[config.mk]
export PLATFORM = sky130hd
export DESIGN_NAME = uart_tx
export DESIGN_NICKNAME = d
export VERILOG_FILES = /design/src/rtl/uart_tx.sv
export SDC_FILE = /design/constraint.sdc
export NUM_CORES = 1
export LEC_CHECK = 0
export CAP_MARGIN = 15
export CORE_ASPECT_RATIO = 1.1
export CORE_UTILIZATION = 39
export CTS_CLUSTER_DIAMETER = 80
export DETAILED_ROUTE_END_ITERATION = 8
export SLEW_MARGIN = 10
export SYNTH_ARGS = -nofsm -noshare
export SYNTH_HDL_FRONTEND = slang
export SYNTH_SLANG_ARGS = --single-unit
export TNS_END_PERCENT = 20
[constraint.sdc]
create_clock -name i_clock -period 2.6 [get_ports i_clock]
set_input_delay 0.65 -clock i_clock [delete_from_list [all_inputs] [get_ports i_clock]]
set_output_delay 0.65 -clock i_clock [all_outputs]
set_load 0.1 [all_outputs]
[src/rtl/uart_tx.sv]
// UART transmitter: start bit, N_DATA data bits LSB first, optional parity, M_STOP stop bits.
// Each bit spans TICKS_PER_BIT baud ticks; o_tx/o_busy/o_tx_done are registered, starts while busy are dropped.
module uart_tx #(
   parameter int N_DATA          = 8,
   parameter int PARITY_CHECK    = 0,
   parameter int EVEN_ODD_PARITY = 1,
   parameter int M_STOP          = 1,
   parameter int TICKS_PER_BIT   = 16
) (
   input  logic              i_clock,
   input  logic              i_reset,
   input  logic              i_tick,
   input  logic              i_tx_start,
   input  logic [N_DATA-1:0] i_data,
   output logic              o_tx,
   output logic              o_busy,
   output logic              o_tx_done
);

   localparam int TICK_W = (TICKS_PER_BIT > 1) ? $clog2(TICKS_PER_BIT) : 1;
   localparam int BIT_W  = (N_DATA > 1) ? $clog2(N_DATA) : 1;
   localparam logic [TICK_W-1:0] TICK_LAST = TICK_W'(TICKS_PER_BIT - 1);
   localparam logic [BIT_W-1:0]  BIT_LAST  = BIT_W'(N_DATA - 1);
   localparam logic              STOP_LAST = 1'(M_STOP - 1);

   typedef enum logic [2:0] {
      IDLE,
      START,
      DATA,
      PARITY,
      STOP
   } state_t;

   state_t             state, state_nxt;
   logic [TICK_W-1:0]  tick_cnt, tick_cnt_nxt;
   logic [BIT_W-1:0]   bit_cnt, bit_cnt_nxt;
   logic               stop_cnt, stop_cnt_nxt;
   logic [N_DATA-1:0]  shreg, shreg_nxt;
   logic               parity, parity_nxt;
   logic               tx_nxt, busy_nxt, done_nxt;
   logic               bit_end;

   assign bit_end = i_tick && (tick_cnt == TICK_LAST);

   always_ff @(posedge i_clock) begin
      if (i_reset) begin
         state     <= IDLE;
         tick_cnt  <= '0;
         bit_cnt   <= '0;
         stop_cnt  <= 1'b0;
         shreg     <= '0;
         parity    <= 1'b0;
         o_tx      <= 1'b1;
         o_busy    <= 1'b0;
         o_tx_done <= 1'b0;
      end else begin
         state     <= state_nxt;
         tick_cnt  <= tick_cnt_nxt;
         bit_cnt   <= bit_cnt_nxt;
         stop_cnt  <= stop_cnt_nxt;
         shreg     <= shreg_nxt;
         parity    <= parity_nxt;
         o_tx      <= tx_nxt;
         o_busy    <= busy_nxt;
         o_tx_done <= done_nxt;
      end
   end

   always_comb begin
      state_nxt    = state;
      tick_cnt_nxt = tick_cnt;
      bit_cnt_nxt  = bit_cnt;
      stop_cnt_nxt = stop_cnt;
      shreg_nxt    = shreg;
      parity_nxt   = parity;
      done_nxt     = 1'b0;
      tx_nxt       = 1'b1;
      busy_nxt     = 1'b0;

      if (state != IDLE && i_tick) begin
         tick_cnt_nxt = bit_end ? '0 : tick_cnt + 1'b1;
      end

      case (state)
         IDLE: begin
            tick_cnt_nxt = '0;
            if (i_tx_start) begin
               shreg_nxt  = i_data;
               parity_nxt = (EVEN_ODD_PARITY != 0) ? ^i_data : ~^i_data;
               state_nxt  = START;
            end
         end
         START: begin
            if (bit_end) begin
               state_nxt   = DATA;
               bit_cnt_nxt = '0;
            end
         end
         DATA: begin
            if (bit_end) begin
               shreg_nxt = shreg >> 1;
               if (bit_cnt == BIT_LAST) begin
                  state_nxt    = (PARITY_CHECK != 0) ? PARITY : STOP;
                  stop_cnt_nxt = 1'b0;
               end else begin
                  bit_cnt_nxt = bit_cnt + 1'b1;
               end
            end
         end
         PARITY: begin
            if (bit_end) begin
               state_nxt    = STOP;
               stop_cnt_nxt = 1'b0;
            end
         end
         STOP: begin
            if (bit_end) begin
               stop_cnt_nxt = stop_cnt + 1'b1;
               if (stop_cnt == STOP_LAST) begin
                  state_nxt = IDLE;
                  done_nxt  = 1'b1;
               end
            end
         end
         default: state_nxt = IDLE;
      endcase

      // Outputs are derived from the next state so the registered pins line up with the FSM.
      case (state_nxt)
         START:   tx_nxt = 1'b0;
         DATA:    tx_nxt = shreg_nxt[0];
         PARITY:  tx_nxt = parity_nxt;
         default: tx_nxt = 1'b1;
      endcase
      busy_nxt = (state_nxt != IDLE);
   end

endmodule

==> results of run 1 <==
routing by layer:
layer	vias to the layer above	global-route usage	share of wire
met2	9	0.2586	0.50
li1	462	-	-
met4	0	0.06767	0.0083
met3	2	0.02362	0.027
met1	432	0.1885	0.46
met5	-	0	0
cell type report:
class | count | share of cell area
multi-input cells | 91 | 0.4727
flip-flops and latches | 23 | 0.3594
repair buffers | 15 | 0.1094
well taps | 33 | 0.03223
clock buffers | 4 | 0.02051
inverters | 2 | 0.005859
per-stage QoR:
step,total power [uW],utilization
floorplan,464.7,-
global placement,496.9,0.4559
detailed placement,498.0,0.4559
CTS,663.4,0.4655
global route,690.9,0.4655
finish,654.8,0.4655
state kept, by name, summed over array words and instances (netlist names):
| signal | flops |
|---|---|
| shreg | 8 |
| o_tx | 1 |
| o_tx_done | 1 |
| stop_cnt | 1 |
| parity | 1 |
| o_busy | 1 |
| state | 3 |
| bit_cnt | 3 |
| tick_cnt | 4 |
synthesized netlist by cell type, types with 2 or more instances:
cell | number | area [um^2]
buf_6 | 3 | 33.78
nor2_1 | 11 | 41.29
dfxtp_1 | 23 | 460.4
nand3_1 | 2 | 10.01
a21oi_1 | 12 | 60.06
xnor2_1 | 8 | 70.07
inv_1 | 2 | 7.510
clkbuf_1 | 2 | 7.510
a31oi_1 | 3 | 18.77
a21o_1 | 3 | 22.52
a22oi_1 | 8 | 60.06
nor2_2 | 2 | 12.51
nor3_1 | 2 | 10.01
nand2_1 | 14 | 52.55
ha_1 | 3 | 37.54
o21ai_0 | 3 | 15.01
how the worst min path moves through the flow:
stage             start        to  slack (ns)  depth (start not counted)
3_3_place_gp   shreg[5]  shreg[5]        0.45                          2
5_1_grt        shreg[5]  shreg[5]        0.49                          2
3_5_place_dp   shreg[5]  shreg[5]        0.45                          2
6_report       shreg[0]  shreg[0]        0.47                          2
4_1_cts        shreg[5]  shreg[5]        0.47                          2
2_1_floorplan  shreg[0]  shreg[0]        0.44                          2
kinds of logic after synthesis:
group                    after synthesis  share of synthesized area
buffers and inverters                  8                    0.04804
AND/OR/NAND/NOR                       41                     0.2078
flip-flops                            23                     0.4112
adder cells (fa/ha/maj)                3                    0.03352
multiplexers                           2                    0.01899
AO/OA/AOI/OAI                         36                     0.2101
XOR/XNOR                               9                    0.07039
power by group:
part	leakage, uW	total, uW	internal [uW]	switching, uW
Clock	0.0000150	166	59.8	106
Combinational	0.000264	113	49.9	62.6
Sequential	0.000188	377	367	9.67
Total	0.000467	655	477	178
critical path, cell delays in order:
cell and delay, ns:
clkdlybuf4s50_1 0.60, nand4_2 0.20, nor4b_2 0.34, a21o_1 0.12, o311ai_1 0.08, a21o_1 0.16
layout by cell type, fill, tap and decap left out, drive strengths merged, types with 3 or more instances in the layout:
master,synthesis,routed
nand2,14,14
a22oi,9,9
nor2,14,14
a21oi,12,12
clkbuf,2,4
ha,3,3
dfxtp,23,23
clkdlybuf4s50,0,11
buf,4,4
a21o,3,3
xnor2,8,8
o21ai,4,4
a31oi,3,3
==> flow_metrics.tcl, run 1 <==
set metrics [dict create \
    dpl.cell_count 164 \
    fillers 277 \
    fp.dieW_um 53.09 \
    viasPerCell 5.387 \
    dpl_cell_area_um2 1255 \
    power_density_nw_per_um2 511.1 \
    clk_pin_slew_ns 0.13 \
    reg2reg_depth 6 \
    post-place-ws_ns 0.3085 \
    antenna_found_initial 0 \
    relSlewSlack 0.8108 \
    antennaDiodeCount 0 \
    synth-edff-count 0 \
    drtPass1Iterations 4 \
    ys_warn_count 0 \
    seq_area_um2 460.4 \
    fin_nets 151 \
    maxCapViolCount 0 \
    ctsResizeCount 0 \
    portBuffers 14 \
    num_vias 905 \
    drt_wl_total_um 2037 \
    setup_violations 0 \
    drv_slew 0 \
    arrival_ns 2.16 \
    wl_per_cell_um 12.13 \
    drc 0 \
    max-vdd-ir-drop_mv 0.2589 \
    start_kind "primary input" \
    insertion_delay_ns 0.30 \
    startpoint "i_tick" \
    coreArea_um2 2753 \
    overflow 0 \
    post_cts_buffers 0 \
    grt_usage 0.1532 \
    layout-drive-gt1-share 0.1333 \
    multi_input_area_um2 605.6 \
    clk_path_buf_depth 2 \
    min_period_ns 1.949 \
    setup_tns_ns 0 \
    period_share 0.7497 \
    status "completed" \
    cts_root_buf "clkbuf_4" \
    die_h_um 58.20 \
    h-tree-depth 1 \
    ctsHoldBuffers 0 \
    grt_pass1_wl_um 3505 \
    dp_hpwl_um 1506 \
    final_cell_count_no_fill 168 \
    hold_viol 0 \
    crit_end "o_tx" \
    grt_max_degree 21 \
    synth_cells 122 \
    synth-seq-cells 23 \
    crit_fanout 6 \
    synth_flop_cell "dfxtp_1" \
    stdcell_area_um2 1281 \
    rrSetupSlack_ns 0.94 \
    min_path_type "reg -> reg" \
    areaGrowthSynthToFinish_pct 14.41 \
    grt_pass1_vias 819 \
    synth_seq_area_share 0.4112 \
    initial_core_util 0.4068 \
    max_freq_mhz 513.1 \
    die_area_um2 3090 \
    finClkSkew_ns 0.003364 \
    numCtsBuffers 3 \
    ant_nets 0 \
    rsz0062_at_grt "no" \
    rows 20 \
    ys_async_sr_fraction 0 \
    fin_ws_ns 0.6509 \
    drt_iter0_markers 33 \
    tritoncts "done" \
    ios 15 \
    numClockSinks 23 \
    leakage_uw 0.0004669 \
    gp_congestion 0.7442 \
    crit-reg2reg-capture "o_tx" \
    rr_startpoint "tick_cnt[0]" \
    hold_slack_ns 0.4694 \
    avgSynthCellArea_um2 9.179 \
    worst_setup_path_end_kind "register" \
    critical_path_class "in -> reg" \
    cp.required_ns 2.81 \
    synthesis.nets 137 \
    synth_cell_types 37 \
    tightest_slew_ns 0.2833 \
    syn-cell-area_um2 1120 \
]
Power figures use the tool's default switching activity.
==> run 2, diff against run 1 <==
clock period = 1.8 ns   (was 2.6 ns; I/O delays follow)
==> flow_metrics.tcl, run 2 (synthesized netlist as in run 1, its figures left out) <==
set metrics [dict create \
    status "completed" \
    final_cell_mix "23 x dfxtp_1, 14 x nand2_1, 12 x a21oi_1" \
    gp_congestion 0.7352 \
    setup_violations 0 \
    min_path_type "reg -> reg" \
    drt_iter0_markers 17 \
    tritoncts "done" \
    cp.required_ns 2.01 \
    worst_setup_path_end_kind "register" \
    max_freq_mhz 625.0 \
    rsz0062_at_grt "no" \
    critical_path_class "in -> reg" \
    drtPass1Iterations 4 \
    min-delay-start "shreg[6]" \
    drv_slew 0 \
    antenna_found_initial 0 \
    reg.largest.list "shreg: 8 flops, tick_cnt: 4 flops" \
    whs_endpoint "shreg[6]" \
    leakage_uw 0.0005285 \
    post_cts_buffers 0 \
    initial_core_util 0.4068 \
    antennaDiodeCount 0 \
    numCtsBuffers 3 \
    regMostFlops "shreg" \
    fin_nets 161 \
    period_share 0.8889 \
    rows 20 \
    setup_tns_ns 0 \
    insertion_delay_ns 0.30 \
    grt_usage 0.1571 \
    ios 15 \
    critPathMaxStageDelay_ns 0.52 \
    reg2reg_depth 6 \
    rr_startpoint "tick_cnt[0]" \
    drc 0 \
    finClkSkew_ns 0.005625 \
    cts_root_buf "clkbuf_4" \
    clk_pin_slew_ns 0.12 \
    wl_per_cell_um 11.34 \
    tightest_slew_ns 0.2851 \
    crit-reg2reg-capture "o_tx" \
    power_density_nw_per_um2 687.6 \
    power_uw 958.4 \
    viasPerCell 5.174 \
    grt_max_degree 19 \
    portBuffers 14 \
    crit_fanout 3 \
    die_area_um2 3090 \
    crit_chain "clkdlybuf4s50_1 -> nand4_2 -> nor4b_2 -> a21o_1 -> o311ai_1 -> a21o_1" \
    rrSetupSlack_ns 0.21 \
    ant_nets 0 \
    layout-drive-gt1-share 0.1931 \
    clk_path_buf_depth 2 \
    arrival_ns 1.81 \
    ctsResizeCount 0 \
    min_path_cells 2 \
    die_h_um 58.20 \
    coreArea_um2 2753 \
    dp_hpwl_um 1568 \
    drt_wl_total_um 2018 \
    h-tree-depth 1 \
    largest_reg_flops 8 \
    overflow 0 \
    numClockSinks 23 \
    start_kind "primary input" \
    crit_top_cell "a21o_1" \
    fp.dieW_um 53.09 \
    grt_pass1_vias 833 \
    hold_viol 0 \
    maxCapViolCount 0 \
    crit_path_top_delay_cell "clkdlybuf4s50_1" \
    layout_commonest_cell "dfxtp_1" \
    num_vias 921 \
    min_period_ns 1.600 \
    areaGrowthSynthToFinish_pct 24.47 \
    relSlewSlack 0.8091 \
    ctsHoldBuffers 0 \
    grt_pass1_wl_um 3539 \
    max-vdd-ir-drop_mv 0.4695 \
]
run 2: changes by cell type in the layout (fill, tap and decap cells not counted), sizes merged:
cell | before | now
buf | 4 | 14
run 2: critical path: cells and delay by family:
kind | cells | cell delay (ns)
AOI/OAI and AO/OA | 3 | 0.38
buffers and inverters | 1 | 0.52
and+or+nand+nor | 2 | 0.46
run 2: per-stage QoR:
stage / cell area (um^2) / hold WS (ns) / utilization / instances / setup WS, ns
2_1_floorplan: 1120 / 0.4363 / - / 122 / 0.2209
3_3_place_gp: 1368 / 0.4459 / 0.4968 / 174 / -0.08462
3_5_place_dp: 1368 / 0.4511 / 0.4968 / 174 / -0.1205
4_1_cts: 1394 / 0.4681 / 0.5064 / 178 / 0.2065
5_1_grt: 1394 / 0.4911 / 0.5064 / 178 / 0.07689
6_report: 1394 / 0.4651 / 0.5064 / 178 / 0.2000
run 2: routing by layer:
layer,global-route usage,routed length [um],vias up,share of wire
li1,-,-,481,-
met1,0.1843,954,426,0.47
met2,0.2658,982,12,0.49
met3,0.03150,61,2,0.030
met4,0.07895,19,0,0.0094
met5,0,0,-,0
run 2: layout make-up:
cell class,instances,area (um^2)
Fill cell,270,1359
Multi-Input combinational cell,91,605.6
Sequential cell,23,460.4
Timing Repair Buffer,25,252.7
Tap cell,33,41.29
Clock buffer,4,26.28
Inverter,2,7.507
run 2: how the worst max path moves through the flow:
stage	from	endpoint	depth (start not counted)
floorplan	tick_cnt[0]	o_tx	7
global placement	i_tick	o_tx	6
detailed placement	i_tick	o_tx	6
CTS	tick_cnt[0]	o_tx	6
global route	tick_cnt[0]	o_tx	6
finish	i_tick	o_tx	6
run 2: power by group:
| group | internal [uW] | total, uW | switching (uW) |
|---|---|---|---|
| clock | 86.3 | 231 | 145 |
| sequential | 530 | 546 | 15.8 |
| combinational | 90.7 | 181 | 90.6 |
==> run 3, diff against run 2 <==
DONT_BUFFER_PORTS = 1   (was unset)
==> flow_metrics.tcl, run 3 (synthesized netlist as in run 1, its figures left out) <==
set metrics [dict create \
    gp_congestion 0.7381 \
    ios 15 \
    numClockSinks 23 \
    die_h_um 58.20 \
    final_cell_mix "23 x dfxtp_1, 14 x nand2_1, 12 x a21oi_1" \
    min_path_type "in -> reg" \
    crit_fanout 6 \
    critPathMaxStageDelay_ns 0.41 \
    h-tree-depth 1 \
    internal-power_uw 663.6 \
    reg.largest.list "shreg: 8 flops, tick_cnt: 4 flops" \
    grt_pass1_vias 810 \
    power_density_nw_per_um2 776.0 \
    start_kind "register" \
    grt_max_degree 21 \
    fp.dieW_um 53.09 \
    ant_nets 0 \
    areaGrowthSynthToFinish_pct 4.023 \
    critical_path_class "reg -> reg" \
    ctsHoldBuffers 0 \
    tightest_slew_ns 0.2862 \
    numCtsBuffers 3 \
    viasPerCell 5.397 \
    fin_nets 139 \
    clk_path_buf_depth 2 \
    cp.required_ns 2.02 \
    max-vdd-ir-drop_mv 0.3456 \
    drt_wl_total_um 1923 \
    netSwitchingPower_uw 240.4 \
    hold_viol 0 \
    antennaDiodeCount 0 \
    drt_iter0_markers 20 \
    clockPowerShare 0.262 \
    rows 20 \
    drtPass1Iterations 3 \
    num_vias 842 \
    fillers 279 \
    comb_power_share 0.136 \
    dpl_cell_area_um2 1137 \
    crit_path_top_delay_cell "dfxtp_1" \
    antenna_found_initial 0 \
    initial_core_util 0.4068 \
    layout-drive-gt1-share 0.1463 \
    insertion_delay_ns 0.31 \
    setup_tns_ns 0 \
    max_freq_mhz 607.9 \
    layout_commonest_cell "dfxtp_1" \
    tritoncts "done" \
    min_period_ns 1.645 \
    finClkSkew_ns 0.003020 \
    setup_violations 0 \
    stdcell_area_um2 1165 \
    seq_power_share 0.602 \
    die_area_um2 3090 \
    maxCapViolCount 0 \
    crit_chain "ha_1 -> and4_4 -> o21ai_1 -> a31oi_1 -> o21bai_1 -> a21o_1" \
    critPathTopFamily "compound AO/OA/AOI/OAI gates" \
    grt_pass1_wl_um 3387 \
    drc 0 \
    dp_hpwl_um 1428 \
    cts_root_buf "clkbuf_4" \
    crit_buf_inv 0 \
    ctsResizeCount 0 \
    wl_per_cell_um 12.33 \
    clk_pin_slew_ns 0.13 \
    post_cts_buffers 0 \
    relSlewSlack 0.8089 \
    rsz0062_at_grt "no" \
    worst_setup_path_end_kind "register" \
    largest_reg_flops 8 \
    overflow 0 \
    period_share 0.9140 \
    leakage_uw 0.0004218 \
    grt_usage 0.1472 \
    drv_slew 0 \
    status "completed" \
    arrival_ns 1.87 \
    p_sw_frac 0.2659 \
    portBuffers 0 \
    regMostFlops "shreg" \
    coreArea_um2 2753 \
]
## run 3: cell types whose count changed in the layout (fill, tap and decap cells not counted)
cell,change
buf_4,-8
clkbuf_1,-1
clkdlybuf4s50_1,-11
clkinv_2,+1
buf_12,-3
## run 3: layer usage
| metal | track usage | part of all wire |
|---|---|---|
| met1 | 0.1820 | 0.49 |
| met2 | 0.2387 | 0.46 |
| met3 | 0.03412 | 0.033 |
| met4 | 0.06767 | 0.017 |
| met5 | 0 | 0 |
## run 3: path summary, 6_finish.rpt
kind | startpoint | endpoint | slack, ns | cells after the start
worst max register to register | tick_cnt[0] | o_tx | 0.15 | 6
worst min register to register | shreg[4] | shreg[4] | 0.46 | 2
worst max-delay path | tick_cnt[0] | o_tx | 0.15 | 6
worst min-delay path | i_reset | o_busy | 0.19 | 1
## run 3: worst register-to-register path: stages, from the launching register on
cell and delay (ns):
dfxtp_1 0.41, ha_1 0.25, and4_4 0.28, o21ai_1 0.07
a31oi_1 0.27, o21bai_1 0.11, a21o_1 0.17
## run 3: power by group through the flow
stage	Sequential [uW]	Clock (uW)	Combinational (uW)
finish	544	237	123
global route	547	275	136
CTS	544	244	125
detailed placement	556	0	125
global placement	555	0	124
floorplan	581	0	90.0
## run 3: final cells by class
cell class              instances  area, um^2  area share
multi-input cells              91       605.6      0.5199
repair buffers                  3       22.52     0.01933
clock buffers                   3       22.52     0.01933
well taps                      33       41.29     0.03545
inverters                       2       7.507    0.006445
flip-flops and latches         23       460.4      0.3953
clock inverters                 1       5.005    0.004296
## run 3: through the flow
stage | util | std cells | hold slack, ns | total power, uW | setup WS, ns
global route | 0.4232 | 156 | 0.1575 | 958.0 | 0.04435
global placement | 0.4132 | 152 | 0.4382 | 678.1 | 0.2234
finish | 0.4232 | 156 | 0.1901 | 904.0 | 0.1549
floorplan | - | 122 | 0.4363 | 671.3 | 0.2209
CTS | 0.4232 | 156 | 0.1827 | 913.0 | 0.1434
detailed placement | 0.4132 | 152 | 0.4430 | 680.5 | 0.1603
